**src/rtl/instr_fetch_unit.sv**
```systemverilog
// instr_fetch_unit
//   Fetch stage for the single-cycle datapath. It issues word requests to a
//   variable-latency instruction memory and buffers the returned words, tagged
//   with their PCs, in a DEPTH-entry FIFO. Decode drains the FIFO over a
//   valid/ready handshake. A redirect flushes the FIFO and restarts fetch at a
//   new PC. If a request is in flight and unacked when the redirect arrives,
//   its eventual ack is swallowed in DROP.
//
// Ports
//   clk_i, rst_i        clock / async active-low reset
//   start_i             fetch enable (gates new requests only)
//   imem_req_o/addr_o   request to instruction memory, held until imem_ack_i
//   imem_ack_i/rdata_i  memory response
//   redirect_i/pc_i     flush + restart at {redirect_pc_i[31:2],2'b00}
//   instr_valid_o/instr_o/instr_pc_o/instr_ready_i  FIFO head to decode
//
// Every output comes straight from a flop or from a register-array read, so
// no input reaches an output combinationally.
module instr_fetch_unit #(
  parameter logic [31:0] RESET_PC = 32'h0000_0000,
  parameter int unsigned DEPTH    = 4
) (
  input  logic        clk_i,
  input  logic        rst_i,
  input  logic        start_i,
  output logic        imem_req_o,
  output logic [31:0] imem_addr_o,
  input  logic        imem_ack_i,
  input  logic [31:0] imem_rdata_i,
  input  logic        redirect_i,
  input  logic [31:0] redirect_pc_i,
  output logic        instr_valid_o,
  output logic [31:0] instr_o,
  output logic [31:0] instr_pc_o,
  input  logic        instr_ready_i
);

  localparam int PW = $clog2(DEPTH);
  localparam int CW = $clog2(DEPTH + 1);
  localparam logic [CW-1:0] DEPTH_C = CW'(DEPTH);

  typedef enum logic [1:0] {IDLE, FETCH, DROP} state_e;

  typedef struct packed {
    logic [31:0] instr;
    logic [31:0] pc;
  } entry_t;

  state_e        state_q, state_d;
  logic [31:0]   fetch_pc_q, fetch_pc_d;
  logic [31:0]   addr_q, addr_d;
  logic          req_q, req_d;
  entry_t        mem_q [DEPTH];
  logic [PW-1:0] rd_ptr_q, wr_ptr_q;
  logic [CW-1:0] count_q, count_d, count_post;
  logic          push, pop, can_fetch;
  logic          unused_pc_lsbs;

  assign unused_pc_lsbs = ^redirect_pc_i[1:0];

  // Ack is acted on only in FETCH; acks seen in DROP or IDLE are never pushed.
  assign push = (state_q == FETCH) && imem_ack_i && !redirect_i;
  assign pop  = instr_valid_o && instr_ready_i && !redirect_i;

  // Occupancy after this cycle's push/pop. Using it in place of the current
  // count lets a pop at full reissue the request on the very next cycle.
  assign count_post = count_q + {{(CW-1){1'b0}}, push} - {{(CW-1){1'b0}}, pop};
  assign can_fetch  = start_i && (count_post < DEPTH_C);

  always_comb begin
    state_d    = state_q;
    fetch_pc_d = fetch_pc_q;
    count_d    = count_post;
    if (redirect_i) begin
      count_d    = '0;
      fetch_pc_d = {redirect_pc_i[31:2], 2'b00};
      // An unacked request cannot be withdrawn, so its ack has to be absorbed.
      if (state_q != IDLE && !imem_ack_i) state_d = DROP;
      else                                state_d = start_i ? FETCH : IDLE;
    end else begin
      if (push) fetch_pc_d = fetch_pc_q + 32'd4;
      case (state_q)
        IDLE:        if (can_fetch)  state_d = FETCH;
        FETCH, DROP: if (imem_ack_i) state_d = can_fetch ? FETCH : IDLE;
        default:                     state_d = IDLE;
      endcase
    end
    req_d  = (state_d != IDLE);
    // DROP keeps presenting the stale address until that request is acked.
    addr_d = (state_d == DROP) ? addr_q : fetch_pc_d;
  end

  always_ff @(posedge clk_i or negedge rst_i) begin
    if (!rst_i) begin
      state_q    <= IDLE;
      fetch_pc_q <= RESET_PC;
      addr_q     <= RESET_PC;
      req_q      <= 1'b0;
      count_q    <= '0;
      rd_ptr_q   <= '0;
      wr_ptr_q   <= '0;
      for (int i = 0; i < DEPTH; i++) mem_q[i] <= '0;
    end else begin
      state_q    <= state_d;
      fetch_pc_q <= fetch_pc_d;
      addr_q     <= addr_d;
      req_q      <= req_d;
      count_q    <= count_d;
      if (redirect_i) begin
        rd_ptr_q <= '0;
        wr_ptr_q <= '0;
      end else begin
        if (push) begin
          mem_q[wr_ptr_q] <= '{instr: imem_rdata_i, pc: fetch_pc_q};
          wr_ptr_q        <= wr_ptr_q + 1'b1;
        end
        if (pop) rd_ptr_q <= rd_ptr_q + 1'b1;
      end
    end
  end

  assign imem_req_o    = req_q;
  assign imem_addr_o   = addr_q;
  assign instr_valid_o = (count_q != '0);
  assign instr_o       = mem_q[rd_ptr_q].instr;
  assign instr_pc_o    = mem_q[rd_ptr_q].pc;

endmodule

```
**config.mk**
```make
export PLATFORM = sky130hd
export DESIGN_NAME = instr_fetch_unit
export DESIGN_NICKNAME = d
export VERILOG_FILES = /design/src/rtl/instr_fetch_unit.sv
export SDC_FILE = /design/constraint.sdc
export NUM_CORES = 1
export LEC_CHECK = 0
export ABC_AREA = 1
export BUFFER_PORTS_ARGS = -buffer_cell sky130_fd_sc_hd__clkbuf_2
export CAP_MARGIN = 40
export CORE_MARGIN = 5
export CORE_UTILIZATION = 39
export DETAILED_ROUTE_END_ITERATION = 12
export RECOVER_POWER = 25
export SETUP_SLACK_MARGIN = 0.4
export SLEW_MARGIN = 20
export SYNTH_ARGS = -nofsm -noshare
export SYNTH_HDL_FRONTEND = slang
export SYNTH_SLANG_ARGS = --single-unit
```
**constraint.sdc**
```tcl
create_clock -name clk_i -period 3 [get_ports clk_i]
set_clock_uncertainty 0.1 [all_clocks]
set_input_delay 0.45 -clock clk_i [delete_from_list [all_inputs] [get_ports clk_i]]
set_output_delay 0.45 -clock clk_i [all_outputs]
set_load 0.005 [all_outputs]
```
# Yosys cells after proc, flatten, opt, wreduce, memory -nomap -nowiden
# Index checks and enable logic that the tools add are counted.
[classes]
add_sub_neg = 5
order_cmp = 4
n_eq_ne = 3
n_mux = 20
bitwise = 3
reduce_logical = 17
[ops]
columns = ["operator", "n"]
rows = [
  ["bitwise mux 256 bit", 1],
  ["two-way mux 64 bit", 3],
  ["binary-select mux 64 bit (select 2 bit)", 1],
  ["demux 64 bit (select 2 bit)", 1],
  ["two-way mux 32 bit", 2],
  ["adder 32 x 3 -> 32 bit (second input constant)", 1],
  ["two-way mux 2 bit", 8],
  ["nonzero test 2 bit", 4],
  ["logical AND 1 bit", 7],
  [">= comparator 3 bit (second input constant)", 2],
  ["NOT 2 -> 3 bit", 2],
  ["adder 2 x 1 -> 2 bit (second input constant)", 2],
  ["equality test 2 bit (second input constant)", 2],
  ["case mux 2 bit (2 select lines)", 1],
  ["adder 3 x 1 -> 3 bit", 1],
  ["less-than comparator 3 x 1 -> 1 bit (second input constant)", 1],
  ["less-than comparator 3 bit (second input constant)", 1],
  ["two-way mux 3 bit", 1],
  ["nonzero test 3 bit", 1],
  ["subtractor 3 x 1 -> 3 bit", 1],
  ["equality test 2 x 1 -> 1 bit (second input constant)", 1],
  ["logical NOT 1 bit", 2],
  ["logical NOT 2 bit", 1],
  ["two-way mux 1 bit", 2],
  ["other kinds (3)", 3],
]
[word_totals]
register_bits = 330
in_bits = 70
out_inout_bits = 98
word_cells = 67

# Logic depth before layout (Yosys ltp)
# Gate-level depths: netlist of run 1.
[logic_depth]
word_depth = 12
mapped_depth = 19
ltp_nobuf = 18

# Worst setup path before layout of run 1
# Ideal clock, no wire load.
[synth_timing]
path_type = "input to register"
start = "in redirect_i"
end = "reg addr_q[2] (netlist: imem_addr_o[2])"
arrival_ns = 2.896
slack_ns = -0.114
cell_stages = 19
path_buffers = 4
cell_sequence = "buf_6 > buf_2 > buf_1 > nor2_1 > ha_1 > inv_1 > ha_1 > inv_1 > fa_1 > xor2_1 > nand2_1 > nand2_1 > nand3_1 > nand2_1 > nand2_2 > nand3_2 > buf_4 > nand2_1 > nand2_1"
[synth_via]
elab_chain_len = 11
elab_cells_between_ends = 15
cone_classes = "2 x add/sub; 1 x order compare; 1 x eq/ne; 7 x mux; 4 x reduce/logical"
[synth_rtl]
columns = ["element", "line", "text"]
rows = [
  ["start, declared", "30", "input logic redirect_i,"],
  ["logical NOT 1 bit", "62, 63", ""],
  ["logical AND 1 bit", "62", "assign push = (state_q == FETCH) && imem_ack_i && !redirect_i;"],
  ["adder 3 x 1 -> 3 bit", "67", "assign count_post = count_q + {{(CW-1){1'b0}}, push} - {{(CW-1){1'b0}}, pop};"],
  ["subtractor 3 x 1 -> 3 bit", "67", ""],
  ["less-than comparator 3 bit", "68", "assign can_fetch = start_i && (count_post < DEPTH_C);"],
  ["logical AND 1 bit", "68", ""],
  ["two-way mux 1 bit", "84", "FETCH, DROP: if (imem_ack_i) state_d = can_fetch ? FETCH : IDLE;"],
  ["two-way mux 2 bit", "84", ""],
  ["case mux 2 bit (2 select lines)", "82", "case (state_q)"],
  ["two-way mux 2 bit", "74", "if (redirect_i) begin"],
  ["equality test 2 bit", "90", "addr_d = (state_d == DROP) ? addr_q : fetch_pc_d;"],
  ["end signal, assigned", "106", "addr_q <= addr_d;"],
  ["end, declared", "51", "logic [31:0] addr_q, addr_d;"],
]
# Parallel ways exist; a longest one is shown, timed or not.
# A chain may end at the register's enable or synchronous reset.

# Worst setup path in the final report of run 1
[layout_timing]
start = "reg state_q[1]"
end = "reg addr_q[9] (netlist: imem_addr_o[9])"
[layout_via]
elab_chain_len = 12
elab_cells_between_ends = 21
cone_classes = "2 x add/sub; 1 x order compare; 3 x eq/ne; 8 x mux; 7 x reduce/logical"
[layout_rtl]
columns = ["element", "line", "text"]
rows = [
  ["start, declared", "49", "state_e state_q, state_d;"],
  ["start signal, assigned", "104", "state_q <= state_d;"],
  ["equality test 2 x 1 -> 1 bit", "62, 82", ""],
  ["logical AND 1 bit (2 in a row)", "62", ""],
  ["adder 3 x 1 -> 3 bit", "67", ""],
  ["subtractor 3 x 1 -> 3 bit", "67", ""],
  ["less-than comparator 3 bit", "68", ""],
  ["logical AND 1 bit", "68", ""],
  ["two-way mux 1 bit", "84", ""],
  ["two-way mux 2 bit", "84", ""],
  ["case mux 2 bit (2 select lines)", "82", ""],
  ["two-way mux 2 bit", "74", ""],
  ["equality test 2 bit", "90", ""],
]
# Parallel ways exist; a longest one is shown, timed or not.

==> impl.org, run 1 <==
** Yosys
- Post-Synthesis Cells :: 1,758
- Measured against the total synthesized area, the mux share comes to 0%.
- Cell with the most instances after synthesis :: nand2_1
- Of all flip-flops after synthesis, the portion carrying an async set or reset was 100.0%.
- Cell area after synthesis :: 0.01475 mm²
- The netlist uses 35 different library cells.
- Area leader, netlist :: dfrtp_1
- Share of synthesized cell area in and, or, nand and nor gates :: 20.22%
- Largest family of logic cells by synthesized area :: simple AND/OR/NAND/NOR gates
- Adder and majority gate portion of the synthesized area :: 0.9838%
- Number of flip-flops and latches in the synthesized netlist :: 330
- Syn nets :: 1,839
- Dividing the synthesized area by the synthesized cell count gives 8.392 µm².
- Cells taking the most area after synthesis :: dfrtp_1, o21ai_0, nand2_1
- Post-Synth XOR/XNOR Area :: 0.2375%
- The share of the Yosys chip area taken by registers is 55.97%.
- The Yosys step of the flow raised 0 warnings.
- Summing the areas of all compound-gate instances in the mapped netlist gives 16.78% of the synthesized area.
- In the synthesized netlist the dominant register cell turns out to be dfrtp_1.
- Area share of the largest cell type after synthesis :: 55.97%
- The commonest cells after synthesis are nand2_1, o21ai_0, dfrtp_1.
- Yosys mapped a number of flops with a built-in enable equal to 0.

** Worst setup path
- Maximum fanout count along the critical path :: 8
- The worst setup path is captured at a flip-flop.
- The largest single stage delay on the critical path is 400 ps.
- Critical register-to-register path startpoint :: state_q[1]
- STA classifies the critical path startpoint as a flip-flop.
- The critical path starts at state_q[1].
- STA puts the critical path data arrival time at 3280 ps.
- The signal on the critical path passes through inv_2 -> ha_4 -> nand3_4 -> ha_4 -> inv_4 -> ha_4 -> inv_2 -> fa_2 -> xor2_1 -> nand2_1 -> nand2_2 -> nand3_2 -> nand2_4 -> buf_12 -> nand3_4 -> nand3_4 -> nand2_2 -> nand2_1.
- Crit Path Class :: flip-flop to flip-flop
- Highest-delay cell along the critical path :: dfrtp_1
- Data on the critical path is required at its endpoint by 3350 ps.

** Floorplanning
- The floorplan step defined a die boundary enclosing 0.04182 mm².
- Core Region :: 0.03749 mm²
- Placement Rows :: 71
- Vert. Die Dim :: 204.5 µm
- In this run the horizontal extent of the chip is 204.5 µm.
- Initial Utilization :: 39.35%
- Pin placement for this block handled 168 I/O pins.

** Drt
- Post-route DRC :: 0
- DR WL/cell :: 17.45 µm
- The count of nets left with antenna violations once routing finished came out at 0.
- In the routed layout, each cell is associated on average with a via count of 5.163.
- 1st-pass router iterations :: 5
- After detailed routing, the total wire length is 42.78 mm.
- For this block, the initial DRC count from the detailed router was 953.
- Vias after detailed routing :: 12,654

** CTS
- Clock sink total :: 330
- For the worst-skew pair, the clock arrives at the later sink with an insertion delay of 520 ps.
- TritonCTS built the clock tree.
- Deepest level of the CTS H-tree :: 2
- Clock-pin slew was measured on the worst setup and hold paths at 60 ps.
- CTS root buf :: clkbuf_16
- Counting along the longest clock path gives a buffer depth of 3.
- The number of clock buffers added by TritonCTS is 37.

** Power
- Flop pwr share :: 38.3%
- IR analysis of the VDD net gives a maximum drop of 0.5580 mV.
- Summed over all nets, the switching power comes to 5403 µW.
- The internal power of the cells totals 10,260 µW.
- Summed over all cells, the static leakage comes to 0.008890 µW.
- Switching part of the total :: 34.51%
- Combinational Power Share :: 34.1%
- Power per cell area :: 865.1 mW/mm²
- The clock network burns 27.6% of the power.

** STA
- Headroom to the max-slew limit came out at 11.11%.
- Max Slew Vio Count :: 0
- Setup repair after global routing could not meet its margin everywhere.
- Setup violations remaining at the end of the flow were counted as 0.
- Final worst-path cycle share :: 97.69%
- Post-route minimum period :: 2931 ps
- Fmax :: 341.2 MHz
- Worst-margin pin slew :: 1333 ps
- The number of endpoints with negative hold slack in the final report was 0.

** GRT
- GRT overflow :: 0
- Largest net degree at the start of global routing :: 90
- The number of antenna violations at the first check in global routing was 0.
- The number of global-route vias before repair came to 12,564.
- Across every metal layer, demand over resource in global routing totals 19.91%.
- The first global-routing pass estimated 67.78 mm of wire.

** Run
- The tool flagged a number of max-cap violations equal to 0.

** Placement
- Count of input and output buffers :: 165
- Cell Area, Placed :: 0.01634 mm²
- Sum of net half-perimeters after detailed placement :: 25.91 mm
- Placer congestion estimate :: 0.8229

** Status
- The flow ran to the end, and the final reports show no timing, DRC or antenna violations.

** Hold path
- The worst hold path begins at redirect_pc_i[25].
- Worst hold-check path type :: input pin to flip-flop

** Cells and area
- Final core utilization :: 48.28%
- The number of antenna diodes in the final layout is 0.
- Design Area, Final :: 0.01810 mm²
- Of the cells placed in the final design, the portion with a size suffix greater than 1 is 18.14%.
- Area overhead of the layout relative to synthesis :: 22.70%
- After the last flow step, the layout net total stands at 1,999.
- Fill cells in the final layout number 3,700.
[worst paths after layout]
check | depth (start not counted) | to | slack [ps]
setup reg to reg | 18 | imem_addr_o[9] | 70
max in group asynchronous | 3 | imem_addr_o[28] | 490
hold reg to reg | 2 | mem_q[185] | 380
setup / recovery | 18 | imem_addr_o[9] | 70
hold / removal | 3 | fetch_pc_q[25] | 80
min in group asynchronous | 2 | mem_q[56] | 700
[worst max-delay path: cells and delay by family (launching register included)]
kind | cells | cell delay, ps
and+or+nand+nor | 9 | 1030
adders and majority gates | 4 | 890
DFF | 1 | 400
buffers and inverters | 4 | 280
xor gates and xnor gates | 1 | 160
[layout make-up]
| class | instances | area [µm²] | area share (%) |
|---|---|---|---|
| sequential | 330 | 8265 | 45.66 |
| multi-input combinational | 1217 | 5951 | 32.87 |
| timing repair buffer | 234 | 1722 | 9.511 |
| clock buffer | 56 | 1087 | 6.007 |
| tap | 511 | 639.4 | 3.532 |
| inverter | 98 | 379.1 | 2.094 |
| clock inverter | 5 | 57.56 | 0.3180 |
[through the flow]
stage	TNS, ps	hold slack (ps)	cells	setup slack (ps)	power, µW
floorplan	0	54.41	1758	193.7	8569
global placement	0	359.2	2355	18.01	10530
detailed placement	-1889	367.5	2355	-78.08	10610
CTS	0	49.79	2438	120.7	15510
global route	-734.7	81.13	2451	-50.75	16670
finish	0	75.17	2451	69.27	15660
[cell families (layout without fill, tap and decap cells)]
logic type,after synthesis,after routing
AND/OR/NAND/NOR,722,726
flip-flops,330,330
AO/OA/AOI/OAI,476,476
XOR/XNOR,4,4
buffers and inverters,215,393
adder cells (fa/ha/maj),11,11
[cells in the final DEF (no fill, tap or decap), drive strengths merged]
cell,synthesis,layout
nand2,446,446
o21ai,398,398
dfrtp,330,330
clkbuf,88,230
nor2,178,178
inv,97,99
o22ai,64,64
buf,29,59
nand3,47,51
nand4,45,45
a21oi,10,10
ha,10,10
nor3,4,4
clkinv,1,3
xor2,3,3
o211ai,3,3
xnor2,1,1
or2,1,1
o31ai,1,1
nor4,1,1
fa,1,1
bufinv,0,1
dlygate4sd3,0,1
[power by group through the flow]
| stage | sequential (µW) | combinational [µW] | clock [µW] |
|---|---|---|---|
| 6_report | 6000 | 5340 | 4330 |
| 3_5_place_dp | 6060 | 4550 | 0 |
| 2_1_floorplan | 5910 | 2660 | 0 |
| 5_1_grt | 6110 | 5970 | 4590 |
| 3_3_place_gp | 6050 | 4470 | 0 |
| 4_1_cts | 5990 | 5090 | 4430 |
[flip-flops by register name, indices dropped and copies added (netlist names)]
name and cells:
count_q 3, fetch_pc_q 32, imem_addr_o 32, imem_req_o 1, mem_q 256, rd_ptr_q 2, state_q 2, wr_ptr_q 2
[per-layer routing]
layer / share of wire, % / vias to the layer above / track usage (%)
met1: 46 / 6010 / 28.40
met3: 5.9 / 58 / 2.929
met4: 2.3 / 0 / 5.264
li1: - / 6174 / -
met5: 0 / - / 0
met2: 45 / 412 / 32.10
[timing repair]
action | 4_1_cts | 5_1_grt
hold buffers | 1 | 0
pin swaps | 18 | 27
setup buffers | 14 | 10
gates cloned | 7 | 3
endpoints found under the hold margin | 79 | 0
resized for setup | 39 | 26
endpoints found under the setup margin | 84 | 51
(Power assumes the default switching activity.)
==> inputs of run 2 (changes only) <==
clock period = 3.6 ns   (was 3 ns; I/O delays follow)
==> impl.org, run 2 (same netlist as run 1, synthesis figures left out) <==
** CTS
- The number of H-tree branching levels came to 2 (unchanged).
- Number of buffers on the longest clock path :: 3 (unchanged)
- The clock slew at the register clock pins of the worst setup and hold paths came to 60 ps (about the same).
- CTS root buf :: clkbuf_16
- Number of clock buffers inserted by TritonCTS :: 38 (+2.7%)
- The TritonCTS sink count came to 330 (unchanged).
- TritonCTS clock tree :: done
- Clock insertion delay at the later pin of the skew report :: 520 ps (about the same)

** Worst setup path
- Sequence of cells on the critical path :: inv_1 -> ha_1 -> nand3_4 -> ha_1 -> inv_1 -> ha_1 -> inv_1 -> fa_2 -> xor2_1 -> nand2_1 -> nand2_2 -> nand3_1 -> nand2_2 -> nand3_4 -> nand3_4 -> nand2_1 -> nand2_1
- Sort of element at the end of the critical path :: flip-flop
- The kind of cell with the highest combined delay along the critical path is simple AND/OR/NAND/NOR gates.
- Highest-delay cell along the critical path :: dfrtp_1
- Capture instance of the worst register-to-register path :: imem_addr_o[19]
- Critical register-to-register path startpoint :: state_q[1]
- The maximum fanout along the worst path is 16 (+8).
- The worst stage delay on the critical path came to 390 ps (about the same).
- Worst Reg-to-Reg Cells :: 17 (-1)
- Critical Path Start Type :: flip-flop
- Required time reported for the critical path endpoint :: 3920 ps (+570 ps)
- The number of buffers and inverters on the critical path is 3 (-1).
- Number of logic stages on the critical path including buffering :: 17 (-1)
- Endpoint arrival time on the critical path :: 3370 ps (+90 ps)
- Crit Path Class :: flip-flop to flip-flop
- The reg-to-reg setup timing slack is 550 ps (+480 ps).

** Floorplanning
- The die outline width was 204.5 µm (unchanged).
- Initial Utilization :: 39.35% (unchanged)
- The boundary pin count is 168 (unchanged).
- The number of rows created at floorplan is 71 (unchanged).
- The height of the die is 204.5 µm (unchanged).
- The area of the core was 0.03749 mm² (unchanged).
- Full die area :: 0.04182 mm² (unchanged)

** STA
- The final total negative setup slack is 0 ps (unchanged).
- Post-route minimum period :: 3053 ps (+122.0 ps)
- Worst rel slew slack :: -19.45% (-31 points)
- Worst-margin pin slew :: 1792 ps (+458.4 ps)
- Max Slew Vio Count :: 33 (+33)
- The final-layout worst hold slack is 135.3 ps (+60.11 ps).
- The period utilization is 84.80% (-13 points).
- # setup viols final :: 0 (unchanged)
- Fmax :: 327.6 MHz (-4.0%)
- Count of endpoints failing hold in the final timing report :: 0 (unchanged)
- Setup repair after global routing missed its margin :: false

** Cells and area
- Antenna cells :: 0 (unchanged)
- The flip-flop count of the largest register, all copies and words added is 256 (unchanged).
- Compared with the post-synthesis result, the final layout area differs by 18.87%.
- The total of fill cells in the finished design came to 3,739 (+1.1%).
- Sequential cell area :: 0.008264 mm² (about the same)
- Most frequent standard cell in the layout excluding fill and tap cells :: nand2_1
- The fraction of final layout cells sized beyond drive strength 1 came to 14.52% (-3.6 points).
- The top cell types in the final layout, fill and taps aside, are nand2_1, o21ai_0, dfrtp_1, nor2_1, clkbuf_2.
- The final core area utilization came to 46.78% (-1.5 points).
- Top reg by flops :: mem_q
- Finished Layout Cells :: 2,419 (-1.3%)
- Area of the multi-input gates :: 0.005727 mm² (-3.8%)
- NumNets Final :: 1,962 (-1.9%)

** GRT
- The maximum number of pins on one net before global-route repair was 129 (+43%).
- The number of antenna violations at the first check in global routing was 0 (unchanged).
- The remaining global-route overflow is 0 (unchanged).
- The all-layer global routing usage was 19.22% (-0.69 points).
- The first-pass GRT wire length was 65.64 mm (-3.2%).
- Via count of the first global-routing pass :: 12,225 (-2.7%)

** Drt
- Post-route DRC :: 0 (unchanged)
- Routed metal-1 wirelength :: 19.44 mm (-2.0%)
- Vias after detailed routing :: 12,537 (-0.92%)
- Met2 WL post-DR :: 18.17 mm (-6.6%)
- The number of vias per cell after detailed routing was 5.183 (+0.39%).
- Highest metal layer with signal wires :: met4
- Number of DRC markers in iteration 0 :: 1,065 (+12%)
- DR WL/cell :: 16.88 µm (-3.3%)
- Total wire length :: 40.83 mm (-4.6%)
- The iteration count of the initial detailed-routing pass came to 6 (+1).
- Routed Antenna Nets :: 0 (unchanged)
- Routed length on met3 :: 2.390 mm (-4.9%)

** Hold path
- Start point of the worst min-delay path :: redirect_pc_i[19]
- For hold timing, the worst endpoint is fetch_pc_q[19].
- Worst hold-check path type :: input pin to flip-flop
- The number of instances on the worst hold path was 3 (unchanged).

** Placement
- Sum of net half-perimeters after detailed placement :: 25.10 mm (-3.1%)
- Number of cells in the design after placement :: 2,344 (-0.47%)
- Count of input and output buffers :: 165 (unchanged)
- Placer congestion estimate :: 0.8069 (-1.9%)

** Status
- Violations in the final reports :: max-capacitance violations, max-slew violations
- Result of the run :: complete, but fails checks

** Power
- The leakage power of the design was 0.008637 µW (-2.9%).
- Worst IR drop on VDD :: 0.3477 mV (-38%)
- The total power density per cell area came to 723.1 mW/mm² (-16%).

** Run
- Total of max-cap violations :: 1 (+1)
[run 2: through the flow]
step | power [µW] | cell area, µm² | worst slack [ps]
after global placement | 8658 | 16140 | 223.0
final | 12680 | 17540 | 547.3
after CTS | 12660 | 17420 | 408.2
after floorplan | 7086 | 14750 | 510.3
after global routing | 13570 | 17540 | 297.8
after detailed placement | 8731 | 16140 | 181.5
[run 2: area by class of cell]
| cell class | instances | share of cell area, % |
|---|---|---|
| Clock inverter | 16 | 0.9775 |
| Inverter | 98 | 2.133 |
| Sequential cell | 330 | 47.12 |
| Multi-Input combinational cell | 1215 | 32.66 |
| Timing Repair Buffer | 198 | 7.299 |
| Clock buffer | 51 | 6.164 |
| Tap cell | 511 | 3.646 |
[run 2: repair_timing]
| action | CTS | global route |
|---|---|---|
| endpoints found under the setup margin | 33 | 37 |
| pin swaps | 0 | 3 |
| resized for setup | 2 | 19 |
| cloned | 0 | 6 |
| endpoints found under the hold margin | 48 | 0 |
| buffers inserted | 0 | 1 |
| hold buffers | 1 | 0 |
[run 2: how the worst max path moves through the flow]
stage / startpoint / endpoint / slack (ps)
2_1_floorplan: redirect_i / imem_addr_o[2] / 510
3_3_place_gp: instr_ready_i / imem_addr_o[23] / 220
3_5_place_dp: count_q[1] / imem_addr_o[23] / 180
4_1_cts: rd_ptr_q[1] / instr_pc_o[7] / 410
5_1_grt: rst_i / mem_q[44] / 300
6_report: state_q[1] / imem_addr_o[19] / 550
[run 2: report_power, final]
group / internal [µW] / leakage (µW) / switching (µW)
sequential: 4530 / 0.00435 / 460
clock: 2330 / 0.000618 / 1540
combinational: 1490 / 0.00367 / 2330
total: 8350 / 0.00864 / 4330
[run 2: metal layers]
metal | vias to the layer above | global-route usage [%]
met5 | - | 0
li1 | 6088 | -
met2 | 390 | 29.55
met4 | 0 | 4.905
met1 | 6002 | 28.46
met3 | 57 | 3.245
[run 2: worst register-to-register path: stages (launching register included)]
cell,delay [ps]
dfrtp_1,390
inv_1,120
ha_1,240
nand3_4,90
ha_1,290
inv_1,50
ha_1,130
inv_1,50
fa_2,360
xor2_1,150
nand2_1,70
nand2_2,80
nand3_1,90
nand2_2,80
nand3_4,220
nand3_4,250
nand2_1,140
nand2_1,60
